### src/rtl/a1_requant_pack.sv
`default_nettype none
// ============================================================================
//  Module      : a1_requant_pack
//  Description : Rounds (half toward +inf) and saturates each lane of an
//                8-lane INTERNAL_WIDTH a1 approximation word down to
//                DATA_WIDTH bits. It then packs two consecutive words into
//                one 16-lane word for the next decomposition level.
//  Ports       : clk, rst_n       - clock, async active-low reset
//                din_valid        - a1_0..a1_7 hold a valid word
//                a1_0..a1_7       - signed input lanes (lane 0 earliest)
//                sync_clr         - sync clear of phase, pipeline, sticky flag
//                dout_valid       - one-cycle pulse, new packed word
//                dout_0..dout_15  - signed packed lanes (lane 0 earliest)
//                sat_flag         - sticky saturation indicator
//  Revision    : 1.0 - initial release
// ============================================================================
module a1_requant_pack #(
   parameter int DATA_WIDTH     = 16,
   parameter int INTERNAL_WIDTH = 48,
   parameter int SHIFT          = 23
) (
   input  logic                             clk,
   input  logic                             rst_n,
   input  logic                             din_valid,
   input  logic signed [INTERNAL_WIDTH-1:0] a1_0,
   input  logic signed [INTERNAL_WIDTH-1:0] a1_1,
   input  logic signed [INTERNAL_WIDTH-1:0] a1_2,
   input  logic signed [INTERNAL_WIDTH-1:0] a1_3,
   input  logic signed [INTERNAL_WIDTH-1:0] a1_4,
   input  logic signed [INTERNAL_WIDTH-1:0] a1_5,
   input  logic signed [INTERNAL_WIDTH-1:0] a1_6,
   input  logic signed [INTERNAL_WIDTH-1:0] a1_7,
   input  logic                             sync_clr,
   output logic                             dout_valid,
   output logic signed [DATA_WIDTH-1:0]     dout_0,
   output logic signed [DATA_WIDTH-1:0]     dout_1,
   output logic signed [DATA_WIDTH-1:0]     dout_2,
   output logic signed [DATA_WIDTH-1:0]     dout_3,
   output logic signed [DATA_WIDTH-1:0]     dout_4,
   output logic signed [DATA_WIDTH-1:0]     dout_5,
   output logic signed [DATA_WIDTH-1:0]     dout_6,
   output logic signed [DATA_WIDTH-1:0]     dout_7,
   output logic signed [DATA_WIDTH-1:0]     dout_8,
   output logic signed [DATA_WIDTH-1:0]     dout_9,
   output logic signed [DATA_WIDTH-1:0]     dout_10,
   output logic signed [DATA_WIDTH-1:0]     dout_11,
   output logic signed [DATA_WIDTH-1:0]     dout_12,
   output logic signed [DATA_WIDTH-1:0]     dout_13,
   output logic signed [DATA_WIDTH-1:0]     dout_14,
   output logic signed [DATA_WIDTH-1:0]     dout_15,
   output logic                             sat_flag
);

   localparam int c_lanes = 8;
   localparam int c_sum_w = INTERNAL_WIDTH + 1;
   // Width of the rounded quotient; must exceed DATA_WIDTH for saturation.
   localparam int c_q_w   = c_sum_w - SHIFT;
   localparam logic [c_sum_w-1:0]    c_half = {{(c_sum_w-1){1'b0}}, 1'b1} << (SHIFT-1);
   localparam logic [DATA_WIDTH-1:0] c_max  = {1'b0, {(DATA_WIDTH-1){1'b1}}};
   localparam logic [DATA_WIDTH-1:0] c_min  = {1'b1, {(DATA_WIDTH-1){1'b0}}};

   typedef enum logic {PH_EVEN = 1'b0, PH_ODD = 1'b1} ph_e;

   logic signed [INTERNAL_WIDTH-1:0] w_a1       [c_lanes];
   logic        [DATA_WIDTH-1:0]     w_sat_val  [c_lanes];
   logic        [c_lanes-1:0]        w_lane_sat;

   logic        [DATA_WIDTH-1:0]     s1_q       [c_lanes];
   logic                             v1_q;
   logic                             sat_q;
   logic        [DATA_WIDTH-1:0]     low_q      [c_lanes];
   logic        [DATA_WIDTH-1:0]     dout_q     [2*c_lanes];
   logic                             dout_valid_q;
   ph_e                              ph_q, ph_d;
   logic                             w_load_low;
   logic                             w_emit;

   assign w_a1[0] = a1_0;
   assign w_a1[1] = a1_1;
   assign w_a1[2] = a1_2;
   assign w_a1[3] = a1_3;
   assign w_a1[4] = a1_4;
   assign w_a1[5] = a1_5;
   assign w_a1[6] = a1_6;
   assign w_a1[7] = a1_7;

   generate
      for (genvar g = 0; g < c_lanes; g++) begin : g_lane
         logic [c_sum_w-1:0]           w_sum;
         logic [c_q_w-1:0]             w_q;
         logic [c_q_w-DATA_WIDTH:0]    w_hi;
         logic                         w_fits;
         // Sign-extend by one bit so adding the half-LSB can never wrap.
         assign w_sum  = {w_a1[g][INTERNAL_WIDTH-1], w_a1[g]} + c_half;
         // Dropping low bits of a two's-complement value is a floor divide.
         assign w_q    = w_sum[c_sum_w-1:SHIFT];
         // Value fits when every bit from the output sign bit up is equal.
         assign w_hi   = w_q[c_q_w-1:DATA_WIDTH-1];
         assign w_fits = (&w_hi) | ~(|w_hi);
         assign w_lane_sat[g] = ~w_fits;
         assign w_sat_val[g]  = w_fits ? w_q[DATA_WIDTH-1:0]
                                       : (w_q[c_q_w-1] ? c_min : c_max);
      end
   endgenerate

   // Stage 1: rounded/saturated word, its valid bit and the sticky flag.
   always_ff @(posedge clk or negedge rst_n) begin
      if (!rst_n) begin
         v1_q  <= 1'b0;
         sat_q <= 1'b0;
         for (int i = 0; i < c_lanes; i++) s1_q[i] <= '0;
      end else begin
         v1_q <= din_valid & ~sync_clr;
         if (din_valid) begin
            for (int i = 0; i < c_lanes; i++) s1_q[i] <= w_sat_val[i];
         end
         if (sync_clr)                       sat_q <= 1'b0;
         else if (din_valid && |w_lane_sat) sat_q <= 1'b1;
      end
   end

   always_ff @(posedge clk or negedge rst_n) begin
      if (!rst_n) ph_q <= PH_EVEN;
      else        ph_q <= ph_d;
   end

   always_comb begin
      ph_d       = ph_q;
      w_load_low = 1'b0;
      w_emit     = 1'b0;
      if (sync_clr) begin
         ph_d = PH_EVEN;
      end else if (v1_q) begin
         if (ph_q == PH_EVEN) begin
            w_load_low = 1'b1;
            ph_d       = PH_ODD;
         end else begin
            w_emit = 1'b1;
            ph_d   = PH_EVEN;
         end
      end
   end

   // Pairing datapath: low buffer and packed output registers.
   always_ff @(posedge clk or negedge rst_n) begin
      if (!rst_n) begin
         dout_valid_q <= 1'b0;
         for (int i = 0; i < c_lanes; i++)   low_q[i]  <= '0;
         for (int i = 0; i < 2*c_lanes; i++) dout_q[i] <= '0;
      end else begin
         dout_valid_q <= w_emit;
         if (w_load_low) begin
            for (int i = 0; i < c_lanes; i++) low_q[i] <= s1_q[i];
         end
         if (w_emit) begin
            for (int i = 0; i < c_lanes; i++) begin
               dout_q[i]         <= low_q[i];
               dout_q[i+c_lanes] <= s1_q[i];
            end
         end
      end
   end

   assign dout_valid = dout_valid_q;
   assign sat_flag   = sat_q;
   assign dout_0     = dout_q[0];
   assign dout_1     = dout_q[1];
   assign dout_2     = dout_q[2];
   assign dout_3     = dout_q[3];
   assign dout_4     = dout_q[4];
   assign dout_5     = dout_q[5];
   assign dout_6     = dout_q[6];
   assign dout_7     = dout_q[7];
   assign dout_8     = dout_q[8];
   assign dout_9     = dout_q[9];
   assign dout_10    = dout_q[10];
   assign dout_11    = dout_q[11];
   assign dout_12    = dout_q[12];
   assign dout_13    = dout_q[13];
   assign dout_14    = dout_q[14];
   assign dout_15    = dout_q[15];

endmodule
`default_nettype wire
### config.mk
export PLATFORM = sky130hd
export DESIGN_NAME = a1_requant_pack
export DESIGN_NICKNAME = d
export VERILOG_FILES = /design/src/rtl/a1_requant_pack.sv
export SDC_FILE = /design/constraint.sdc
export NUM_CORES = 1
export LEC_CHECK = 0
export CORE_AREA = 2 2 252 254
export DETAILED_ROUTE_END_ITERATION = 10
export DIE_AREA = 0 0 254 256
export PLACE_DENSITY_LB_ADDON = 0.2
export SLEW_MARGIN = 10
export SYNTH_ARGS = -nofsm -noshare
export SYNTH_HDL_FRONTEND = slang
export SYNTH_SLANG_ARGS = --single-unit
### constraint.sdc
create_clock -name clk -period 1.9 [get_ports clk]
set_clock_uncertainty 0.2 [all_clocks]
set_input_delay 0.57 -clock clk [delete_from_list [all_inputs] [get_ports clk]]
set_output_delay 0.57 -clock clk [all_outputs]
set_load 0.005 [all_outputs]
* After elaboration in Yosys (flattened, before gate mapping)
Cells that the tools add are included.
** Word-level totals
- Output and inout bits :: 258
- Word-level logic and storage cells :: 116
- Bits in registers :: 516
** Operators by class
- Add/sub/neg operators :: 8
- Multiplexer cells :: 26
- Bitwise operators :: 26
- Reductions and logical operators :: 20
** Operator list (number)
- $add A48 B24 Y49 const B :: 8
- $mux W16 :: 16
- $reduce_and A11 Y1 :: 8
- $reduce_or A11 Y1 :: 8
- $not A1 Y1 :: 17
- $mux W1 :: 10
- $or A1 B1 Y1 :: 8
- $reduce_or A8 Y1 :: 1
- $reduce_bool A2 Y1 :: 2
- $and A1 B1 Y1 :: 1
- $logic_and A1 B1 Y1 :: 1

* Longest topological paths before layout
- Depth after elaboration :: 9
- Gate-level depth with buffers :: 12
- Gate-level depth less buffers :: 9

* Worst setup path before layout
OpenSTA, ideal clock, no wires.
- Path type :: input to register
- Start point :: input port a1_0[22]
- End point :: register sat_q (netlist: sat_flag)
- Arrival :: 3175 ps
- Slack :: -1610 ps
- Stages on the path :: 11
- Data required time :: 1564 ps
- Setup time :: 136 ps
- Cell sequence :: ha_1 > and4_1 > clkbuf_1 > nand4_1 > or3_1 > or3_1 > a2111oi_0 > a21oi_1 > buf_2 > nor4_1 > a31oi_1
** On the way
- Cells in the longest elaborated chain, start to end :: 8
- Elaborated cells on any way between the ends :: 9
- Classes of those cells :: 1 x add/sub; 3 x bitwise; 5 x reduce/logical
** Ends and longest elaborated chain
- start, declared :: line 25 : input logic signed [INTERNAL_WIDTH-1:0] a1_0,
- $add A48 B24 Y49 (*) :: line 94 : assign w_sum = {w_a1[g][INTERNAL_WIDTH-1], w_a1[g]} + c_half;
- $reduce_or A11 Y1 :: line 99 : assign w_fits = (&w_hi) | ~(|w_hi);
- $not A1 Y1 :: line 99
- $or A1 B1 Y1 (*) :: line 99
- $not A1 Y1 (*) :: line 100 : assign w_lane_sat[g] = ~w_fits;
- $reduce_or A8 Y1 (*) :: line 118 : else if (din_valid && |w_lane_sat) sat_q <= 1'b1;
- $logic_and A1 B1 Y1 (*) :: line 118
- $reduce_bool A2 Y1 (no line) (*)
- end signal, assigned :: line 110 : sat_q <= 1'b0;
- end signal, assigned :: line 117 : if (sync_clr) sat_q <= 1'b0;
- end signal, assigned :: line 118
- end, declared :: line 70 : logic sat_q;
Every way passes the cells marked *; elsewhere a longest branch is shown, timed or not.
A chain may end at the register's enable or synchronous reset.

* Final worst setup path
- Start point :: input port a1_1[32]
- End point :: register sat_q (netlist: sat_flag)
** On the way
- Cells in the longest elaborated chain, start to end :: 8
- Elaborated cells on any way between the ends :: 9
- Classes of those cells :: 1 x add/sub; 3 x bitwise; 5 x reduce/logical
** Ends and longest elaborated chain
- start, declared :: line 26 : input logic signed [INTERNAL_WIDTH-1:0] a1_1,
- $add A48 B24 Y49 (*) :: line 94
- $reduce_or A11 Y1 :: line 99
- $not A1 Y1 :: line 99
- $or A1 B1 Y1 (*) :: line 99
- $not A1 Y1 (*) :: line 100
- $reduce_or A8 Y1 (*) :: line 118
- $logic_and A1 B1 Y1 (*) :: line 118
- $reduce_bool A2 Y1 (no line) (*)
Marked as above.

==> impl.org <==
** Hold path
- Capture endpoint of the worst hold path :: s1_q[80]$_DFFE_PN0P_
- Startpoint of the worst hold path :: a1_2[22]
- In this run the worst hold path is classified as primary input to flop.
- The worst hold path passes through 4 cells.

** Power and ir drop
- Peak supply drop :: 0.000698 V
- For this design the ratio of total power to cell area is 895 nW/um^2.
- The design draws 35.2 mW.
- Summed over all cells, the static leakage comes to 19.2 nW.

** STA
- Timing would allow up to 371 MHz.
- Headroom to the max-slew limit came out at 71.3%.
- Final setup violation count :: 216
- Setup repair after global routing could not meet its margin everywhere.
- After layout, the worst path uses 142% of the clock period.
- Final-report hold violation count :: 0
- The max-slew violation count was 0.
- Final critical-path setup slack :: -0.794 ns
- Slew at the pin with the worst max-slew slack :: 0.431 ns
- Time the final worst path needs with I/O delays and setup :: 2.69 ns

** Synth
- Ys async rst share :: 100%
- Ys flop type :: sky130_fd_sc_hd__dfrtp_1
- The synthesized netlist devotes 3.95% of its cell area to XOR and XNOR gates.
- After synthesis, the largest family of logic cells by area is simple AND/OR/NAND/NOR gates.
- Synthesized cell area :: 25100 sq um
- Number of different library cells in the post-synthesis netlist :: 85
- Number of storage elements in the synthesis netlist :: 516
- Summing the areas of all and, or, nand and nor instances in the mapped netlist gives 23.7% of the synthesized area.
- The number of nets in the synthesized netlist is 3043.
- Sequential fraction of the synthesis area :: 51.5%
- After Yosys synthesis, full adders, half adders and majority gates account for 0.400% of the synthesized area.
- Yosys printed 0 warnings.
- Share of synthesized area spent on multiplexers :: 8.72%
- A synthesized cell averages 9.46 sq um.
- Synthesis produced 2647 cells.
- In this run, synthesis inferred 0 flip-flops with an integrated enable.
- Post-synthesis compound-gate area fraction :: 8.75%

** Finish
- Post-synthesis to final-layout area growth :: 56.9%
- Cell Count, Final, Fillers Out :: 4652
- Most frequent standard cell in the layout excluding fill and tap cells :: sky130_fd_sc_hd__nand2_1
- Final-stage net count :: 4146
- Fillers :: 5248
- Share of post-route cells with drive strength above 1 :: 44.2%
- Commonest non-fill, non-tap cells in the layout :: sky130_fd_sc_hd__nand2_1 (889), sky130_fd_sc_hd__buf_4 (615), sky130_fd_sc_hd__dfrtp_1 (512), sky130_fd_sc_hd__buf_2 (255), sky130_fd_sc_hd__buf_6 (153)

** Detailed routing
- Vias/cell :: 5.17
- Drt initial violations :: 1523
- For this block, the via count after detailed routing is 24053.
- Residual antenna-violating net count after detailed routing :: 0
- For this run, design rule violations remaining after detail routing come to 0.
- Detailed Routing Iterations Pass 1 :: 5
- Routed WL per cell :: 19.1 um
- Final Routed Wirelength :: 89000 um

** Die
- During I/O placement, the number of pins put on the boundary was 646.
- Die Ht :: 256 um
- Core footprint :: 62400 sq um
- Area of the die :: 65000 sq um
- Initial core utilization :: 40.2%
- The floorplan has 92 rows.
- Horizontal die dimension :: 254 um

** Job
- Number of maximum-capacitance violations :: 0

** Worst setup path
- Required time at the endpoint of the critical path :: 2.19 ns
- The worst setup path is launched from a primary input.
- Worst R2R End :: low_q[23]$_DFFE_PN0P_
- WS Path Type :: primary input to flop
- Worst Reg2Reg Path Length in Cells :: 4
- Of all nets on the critical path, the largest fanout is 5.
- Data arrival time of the critical path :: 2.98 ns
- Launch instance of the worst register-to-register path :: ph_q$_DFFE_PN0P_
- Internal reg-to-reg setup slack :: 0.08 ns
- STA classifies the critical path endpoint as a flop.

** GRT
- Total grt overflow :: 0
- The number of antenna violations at the first check in global routing is 18.
- Wire length of the first global-routing pass :: 139000 um
- Largest net degree at the start of global routing :: 76
- Total routing usage reported by global routing :: 26.8%
- The via count of the first global-routing pass was 24832.

** Clock network
- The clock net in this run drives a total of 516 sinks.
- TritonCTS built the clock tree.
- Buffers from clock root to sink, at most :: 3
- At the later pin of the worst-skew pair, clock insertion delay measures 0.61 ns.
- In this run, CTS created clock tree buffers numbering 54.
- The H-tree was split into 2 levels.
- Clock transition at the registers of the reported paths :: 0.07 ns
- Clk Tree Root Cell :: sky130_fd_sc_hd__clkbuf_16

** Placement
- Port buffer count :: 469
- Detailed Place HPWL :: 63100 um
- Routability-driven placement finished with a final weighted congestion of 0.920.
- Placed Cells incl. Taps :: 4318

** Run status
- The run finished, with violations left.
- Violations in the final reports :: negative setup slack
==> metal layers <==
metal / vias to the layer above / share of wire (%) / global-route usage, %
met5: - / 0.054 / 0
met4: 8 / 2.8 / 8.22
met3: 160 / 6.9 / 5.87
met2: 683 / 48 / 44.4
met1: 11911 / 43 / 35.1
li1: 11291 / - / -
==> final cells by class <==
type / instances / area [sq um] / area share, %
timing repair buffer: 1181 / 9770 / 24.8
clock buffer: 74 / 1560 / 3.96
tap: 846 / 1060 / 2.69
multi-input combinational: 1970 / 13600 / 34.6
sequential: 516 / 12900 / 32.9
antenna: 13 / 32.5 / 0.0827
clock inverter: 25 / 249 / 0.633
inverter: 27 / 114 / 0.290
==> report_power, final <==
group	internal, mW	switching [mW]	leakage (nW)	total, mW
Clock	6.28	4.55	0.888	10.8
Sequential	13.6	1.82	6.47	15.4
Combinational	4.98	3.97	11.8	8.96
Total	24.8	10.4	19.2	35.2
==> flip-flops by register name, indices dropped and copies added, names as in the netlist, 16 cells and up <==
signal   cells
dout_0      16
dout_7      16
dout_3      16
dout_12     16
dout_11     16
dout_14     16
dout_8      16
low_q      128
dout_15     16
dout_6      16
dout_2      16
dout_13     16
dout_9      16
dout_1      16
dout_10     16
dout_5      16
s1_q       128
dout_4      16
==> how the worst max path moves through the flow <==
stage               slack, ns  depth (start not counted)                     to     start
global route            -0.85                         10   s1_q[30]$_DFFE_PN0P_  a1_6[38]
detailed placement      -1.85                         12   sat_flag$_DFFE_PN0P_  a1_6[39]
floorplan               -1.36                         11  s1_q[104]$_DFFE_PN0P_  a1_1[27]
CTS                     -0.78                         11   sat_flag$_DFFE_PN0P_  a1_1[28]
global placement        -1.77                         13   sat_flag$_DFFE_PN0P_  a1_3[30]
finish                  -0.79                         11   sat_flag$_DFFE_PN0P_  a1_1[32]
==> timing repair <==
item,CTS,global route
cloned,11,0
setup buffers,139,76
pin swaps,147,101
hold endpoints to repair,189,0
resized for setup,2051,184
setup endpoints to repair,387,425
hold buffers,1,0
==> cell families after synthesis <==
logic type	after synthesis
AOI/OAI and AO/OA	309
and+or+nand+nor	1337
buffers and inverters	164
adders and majority gates	8
xor gates and xnor gates	113
muxes	200
DFF	516
==> metrics by stage <==
stage | setup slack [ns] | setup TNS [ns] | utilization [%] | cell area, sq um | hold WS [ns]
2_1_floorplan | -1.36 | -136.56 | - | 25700 | 0.0744
3_5_place_dp | -1.85 | -380.18 | 55.8 | 34800 | 0.252
6_report | -0.794 | -68.41 | 63.0 | 39300 | 0.133
3_3_place_gp | -1.77 | -373.04 | 55.8 | 34800 | 0.242
5_1_grt | -0.849 | -85.38 | 63.0 | 39300 | 0.137
4_1_cts | -0.783 | -73.35 | 60.8 | 38000 | 0.123
==> cells in the mapped netlist, types with 9 or more instances <==
cell	count	area share [%]
sky130_fd_sc_hd__and4_1	21	0.73
sky130_fd_sc_hd__and3_1	38	0.95
sky130_fd_sc_hd__and2_1	9	0.22
sky130_fd_sc_hd__o21ai_0	59	1.2
sky130_fd_sc_hd__nor4_1	27	0.67
sky130_fd_sc_hd__o31ai_2	20	1.0
sky130_fd_sc_hd__mux2_2	147	6.6
sky130_fd_sc_hd__or4_1	12	0.36
sky130_fd_sc_hd__inv_1	26	0.39
sky130_fd_sc_hd__a21oi_1	68	1.4
sky130_fd_sc_hd__xnor2_1	64	2.2
sky130_fd_sc_hd__nand4_1	54	1.3
sky130_fd_sc_hd__nor3_1	29	0.58
sky130_fd_sc_hd__nand2_1	906	14
sky130_fd_sc_hd__a31oi_1	16	0.40
sky130_fd_sc_hd__clkbuf_1	118	1.8
sky130_fd_sc_hd__nor2_1	89	1.3
sky130_fd_sc_hd__dfrtp_1	516	52
sky130_fd_sc_hd__or3_1	16	0.40
sky130_fd_sc_hd__nand3_1	76	1.5
sky130_fd_sc_hd__o22a_1	16	0.56
sky130_fd_sc_hd__mux2i_1	53	2.1
sky130_fd_sc_hd__nor3b_1	9	0.27
sky130_fd_sc_hd__xor2_1	49	1.7
sky130_fd_sc_hd__o31ai_1	29	0.87
sky130_fd_sc_hd__a21o_1	18	0.54
==> worst max-delay path: stages <==
cell and delay [ns]:
sky130_fd_sc_hd__buf_8 0.08, sky130_fd_sc_hd__nand4_4 0.10, sky130_fd_sc_hd__or4_4 0.57, sky130_fd_sc_hd__nor3_4 0.24, sky130_fd_sc_hd__xnor2_2 0.12, sky130_fd_sc_hd__or4_4 0.49, sky130_fd_sc_hd__a211o_4 0.35, sky130_fd_sc_hd__buf_6 0.14
sky130_fd_sc_hd__a21boi_2 0.12, sky130_fd_sc_hd__buf_4 0.13, sky130_fd_sc_hd__a31oi_1 0.08
Note: power is estimated with default switching activity, not from simulation.
==> edit 1, RTL diff (config.mk and constraints unchanged) <==
Register the output `dout_13`; this adds one clock of latency there. The other outputs are not delayed to match.
--- a/src/rtl/a1_requant_pack.sv
+++ b/src/rtl/a1_requant_pack.sv
@@ -176,7 +176,9 @@
    assign dout_10    = dout_q[10];
    assign dout_11    = dout_q[11];
    assign dout_12    = dout_q[12];
-   assign dout_13    = dout_q[13];
+   always_ff @(posedge clk) begin
+      dout_13 <= dout_q[13];
+   end
    assign dout_14    = dout_q[14];
    assign dout_15    = dout_q[15];
 
Formal check against the unedited RTL: not equivalent (a bounded check fails within 4 cycles, from zero or initial values and one cycle with rst_n low).
==> edit 1 against the unedited design <==
The flow still finishes with violations (setup timing); worst setup slack improved by 0.12 ns; cell count shrank 1.3%; sequential cell count is 16 higher; routed wire length shrank 1.9%; total power grew 3.6%; hold slack improved by 0.025 ns; die area unchanged; non-clock buffer count is 23 lower; area after synthesis grew 7.8%; design area fell by 1.7%; highest routed layer unchanged.
==> edit 1: results (changes against the unedited design) <==
outcome complete, but fails checks (unchanged); failing checks setup timing (unchanged); Final #Nets 4094 (was 4146); ranking of synthesized cells by area dfrtp_1 48%, nand2_1 12%, mux2_2 6.9%, buf_4 6.7%, xor2_1 1.9% (was dfrtp_1 52%, nand2_1 14%, mux2_2 6.6%, xnor2_1 2.2%, mux2i_1 2.1%); CTS buffer count 58 (was 54); final worst path period share 136% (was 142%); asr flop ratio synth 97.0% (was 100%); number of global-route vias before repair 24000 (was 24800); xor/xnor share of the synthesized area 3.83% (was 3.95%); layout cells sized above 1 42.6% (was 44.2%); Slew HR 68.7% (was 71.3%); CP Max Fanout 4 (was 5); Synth Area in Adders 0.371% (was 0.400%); wl on met1 38300 um (was 37900 um); final setup margin -0.676 ns (was -0.794 ns); syn nets 3247 (was 3043); Final HPWL DP 63900 um (was 63100 um); max incr delay on CP 0.60 ns (was 0.57 ns); placed instance area 34900 um2 (was 34800 um2); pre-CTS setup slack -2.07 ns (was -1.85 ns); Worst Hold Depth 2 (was 4); Pleak 19.0 nW (was 19.2 nW); Synth Area in Compound Gates 7.26% (was 8.75%); Critical path origin a1_7[23] (was a1_1[32]); Starting DRT DRC Count 1240 (was 1523); routed via count 23500 (was 24100); met3 routed WL 5620 um (was 6140 um); setup TNS -71.09 ns (was -68.41 ns); # setup viols final 318 (was 216); reg-to-reg endpoint low_q[92] (was low_q[23]); Fillers 5284 (was 5248); met2 wire len 41100 um (was 42400 um); total track usage 26.2% (was 26.8%); routed len/inst 19.0 um (was 19.1 um); first-pass GRT wire length 135000 um (was 139000 um); mux share of post-synthesis cell area 7.98% (was 8.72%); synthesized area per cell 9.47 um2 (was 9.46 um2); Switch Pwr 10.7 mW (was 10.4 mW); CP arrival 2.90 ns (was 2.98 ns); Reg2Reg Setup Slack 0.10 ns (was 0.08 ns); initial antenna violation count 3 (was 18)
edit 1: changes by cell type after synthesis, sizes merged, moves of 22 or more:
cell / delta
o31ai: -44
mux2: +24
nand2: -47
mux2i: -30
a31o: +65
nor2: -22
nor2b: +61
buf: +249
a21oi: -45
edit 1: how the worst min path moves through the flow:
stage / start / endpoint / slack [ns]
final: din_valid / s1_q[110] / 0.16
after global routing: din_valid / s1_q[110] / 0.14
after CTS: din_valid / s1_q[110] / 0.11
after detailed placement: dout_q[45] / dout_13[13] / 0.16
after global placement: dout_q[47] / dout_13[15] / 0.15
after floorplan: rst_n / dout_0[0] / 0.07
edit 1: power groups by stage:
stage	logic, mW	clock network (mW)	registers (mW)
final	9.03	11.5	16.0
after global routing	9.87	12.2	16.2
after CTS	8.43	11.7	15.9
after detailed placement	8.78	0	16.1
after global placement	8.62	0	16.0
after floorplan	5.12	0	15.3
edit 1: routing by layer:
layer,vias to the layer above,track usage (%)
met5,-,0
met4,2,7.04
met3,113,5.97
met2,621,42.6
met1,11700,35.3
li1,11100,-
edit 1: repair_timing:
item | in CTS | in global routing
setup buffers | 131 | 91
hold buffers | 1 | 0
resized for setup | 1908 | 193
gates cloned | 11 | 2
endpoints found under the hold margin | 277 | 0
endpoints found under the setup margin | 387 | 369
pin swaps | 140 | 103
edit 1: cell type report:
cell class                 count  area [um2]  share of cell area [%]
sequential                   532       13300                    34.3
multi-input combinational   1916       12800                    33.0
timing repair buffer        1158        9510                    24.6
clock buffer                  81        1670                    4.31
tap                          846        1060                    2.74
clock inverter                24         272                   0.702
inverter                      32         128                   0.330
antenna                        3        7.51                  0.0194
==> edit 2, RTL diff (config.mk and constraints unchanged) <==
Made on the original files. Reset style: synchronous (`rst_n`), changed in 3 clocked blocks. Comments in the files are not updated.
--- a/src/rtl/a1_requant_pack.sv
+++ b/src/rtl/a1_requant_pack.sv
@@ -104,7 +104,7 @@
    endgenerate
 
    // Stage 1: rounded/saturated word, its valid bit and the sticky flag.
-   always_ff @(posedge clk or negedge rst_n) begin
+   always_ff @(posedge clk) begin
       if (!rst_n) begin
          v1_q  <= 1'b0;
          sat_q <= 1'b0;
@@ -119,7 +119,7 @@
       end
    end
 
-   always_ff @(posedge clk or negedge rst_n) begin
+   always_ff @(posedge clk) begin
       if (!rst_n) ph_q <= PH_EVEN;
       else        ph_q <= ph_d;
    end
@@ -142,7 +142,7 @@
    end
 
    // Pairing datapath: low buffer and packed output registers.
-   always_ff @(posedge clk or negedge rst_n) begin
+   always_ff @(posedge clk) begin
       if (!rst_n) begin
          dout_valid_q <= 1'b0;
          for (int i = 0; i < c_lanes; i++)   low_q[i]  <= '0;
Check against the original RTL: differs if rst_n is asserted again (counterexample within 4 cycles, from zero or initial values and one cycle with rst_n low); with rst_n held inactive, the same outputs for 4 cycles.
==> edit 2 against the unedited design <==
Routed wire length fell by 16%; fmax is 4.8% lower; the flow still finishes with violations (setup timing); global-route usage fell by 4.6 points; sequential cell count did not move; cell count decreased by 18%; highest routed layer unchanged; critical path depth rose by 3; worst setup slack got worse by 0.14 ns; die area is the same; largest cell class is now registers; utilization fell by 4.3 points; design area fell by 6.8%; area after synthesis fell by 6.1%.
Power is not compared: it rests on default switching activity, and its combinational part moved more than twofold at a synthesized area within 25%.
==> edit 2: results (changes against the unedited design) <==
outcome complete, but fails checks (unchanged); failing checks setup timing (unchanged); first-pass GRT wire length 112000 um (was 139000 um); final setup margin -0.931 ns (was -0.794 ns); P&R area growth vs syn 55.7% (was 56.9%); delay-heaviest family, CP simple AND/OR/NAND/NOR gates (unchanged); ranking of synthesized cells by area edfxtp_1 59%, and2_1 8.3%, dfxtp_1 4.4%, a21oi_1 2.6%, xnor2_1 2.4% (was dfrtp_1 52%, nand2_1 14%, mux2_2 6.6%, xnor2_1 2.2%, mux2i_1 2.1%); layout cells sized above 1 45.7% (was 44.2%); GR Util met3 6.33% (was 5.87%); Hold WC Path Type in -> reg (unchanged); CTS buffer count 55 (was 54); maxcap violations 0 (unchanged); Crit-path slowest cell a2111oi_4 (was or4_4); CTS H-tree depth 2 (unchanged); Pleak 14.9 nW; gpl congestion 0.917 (was 0.920); Yosys cell types 77 (was 85); routed via count 18900 (was 24100); top post-synthesis cells by count 464 x edfxtp_1, 311 x and2_1, 120 x a21oi_1 (was 906 x nand2_1, 516 x dfrtp_1, 147 x mux2_2); DP Cell Count 3574 (was 4318); Starting DRT DRC Count 939 (was 1523); # setup viols final 177 (was 216); Final #Nets 3301 (was 4146); GRT met1 Usage 28.6% (was 35.1%); Regs by FF count dout_q x256, low_q x128, s1_q x128 (was low_q x128, s1_q x128); initial antenna violation count 8 (was 18); Initial DRT Pass Iterations 5 (unchanged); Switch Pwr a little over 6 mW; met3 routed WL 5720 um (was 6140 um); GR Util met2 36.5% (was 44.4%); register area share after synthesis 63.6% (was 51.5%); pre-CTS setup slack -2.29 ns (was -1.85 ns); Slew HR 61.2% (was 71.3%); Post-Layout Cell Count 3800 (was 4652); max incr delay on CP 0.39 ns (was 0.57 ns); Fillers 5124 (was 5248); clock period minus worst slack 2.83 ns (was 2.69 ns); Clock Pin Slew Worst Setup and Hold Paths about 0.060 ns; Post-synth EDFFs 464 (was 0); synthesized area per cell 12.4 um2 (was 9.46 um2); top-count cell post-synth edfxtp_1 (was nand2_1); setup TNS -82.17 ns (was -68.41 ns); Final HPWL DP 54200 um (was 63100 um); Syn. warnings 0 (unchanged); syn nets 2293 (was 3043); met2 wire len 35200 um (was 42400 um); DRC violations left 0 (unchanged); largest net degree at the start of global routing 49 (was 76); wl on met1 31700 um (was 37900 um); placed instance area 33500 um2 (was 34800 um2); Highest Signal Layer met5 (unchanged); CP arrival 3.09 ns (was 2.98 ns); CP Max Fanout 6 (was 5); total track usage 22.2% (was 26.8%); IO Port Bufs 469 (unchanged); asr flop ratio synth 0% (was 100%); final wirelength 74300 um (was 89000 um); GRT overflow 0 (unchanged)
edit 2: cell types whose count changed in the layout (fill, tap and decap cells not counted), moves of 130 or more:
cell	unedited run	this run
edfxtp_1	0	464
nand2_1	889	80
and2_1	5	309
buf_4	615	445
mux2_2	130	0
dfrtp_1	512	0
edit 2: area by class of cell:
class | instances | share of cell area, %
clock buffer | 73 | 4.19
sequential | 516 | 41.0
inverter | 28 | 0.297
tap | 846 | 2.89
antenna | 3 | 0.0205
timing repair buffer | 1038 | 24.1
multi-input combinational | 1266 | 26.8
clock inverter | 30 | 0.693
edit 2: power by group through the flow:
stage	Clock (mW)	Sequential (mW)	Combinational [mW]
6_report	10.6	13.1	2.87
5_1_grt	11.2	13.2	3.08
4_1_cts	10.8	13.1	2.73
3_5_place_dp	0	13.3	2.76
3_3_place_gp	0	13.3	2.72
2_1_floorplan	0	13.3	0.837
edit 2: final timing paths:
path,depth (start not counted),end,from,slack [ns]
hold reg to reg,1,dout_q[1][46],dout_q[1][46],0.27
setup / recovery,14,s1_q[0][3],a1_0[25],-0.93
setup reg to reg,4,low_q[0][75],ph_q,-0.02
hold / removal,2,v1_q,sync_clr,0.03
edit 2: kinds of logic after synthesis:
logic type | synth area share, %
simple gates | 19.9
buf+inv | 2.01
xor+xnor | 4.54
compound gates | 9.04
mux | 0.494
fa+ha+maj | 0.425
flops | 63.6
edit 2: worst register-to-register path, cell delays in order (launching register included):
cell and delay [ns]:
dfxtp_2 0.32, buf_4 0.13, nand2b_1 0.19, o21ai_4 0.43, buf_4 0.33
edit 2: repair_timing:
item / CTS / global route
setup endpoints to repair: 387 / 574
buffers inserted: 84 / 32
cloned: 12 / 7
resized for setup: 1749 / 196
hold buffers: 0 / 0
pin swaps: 131 / 79
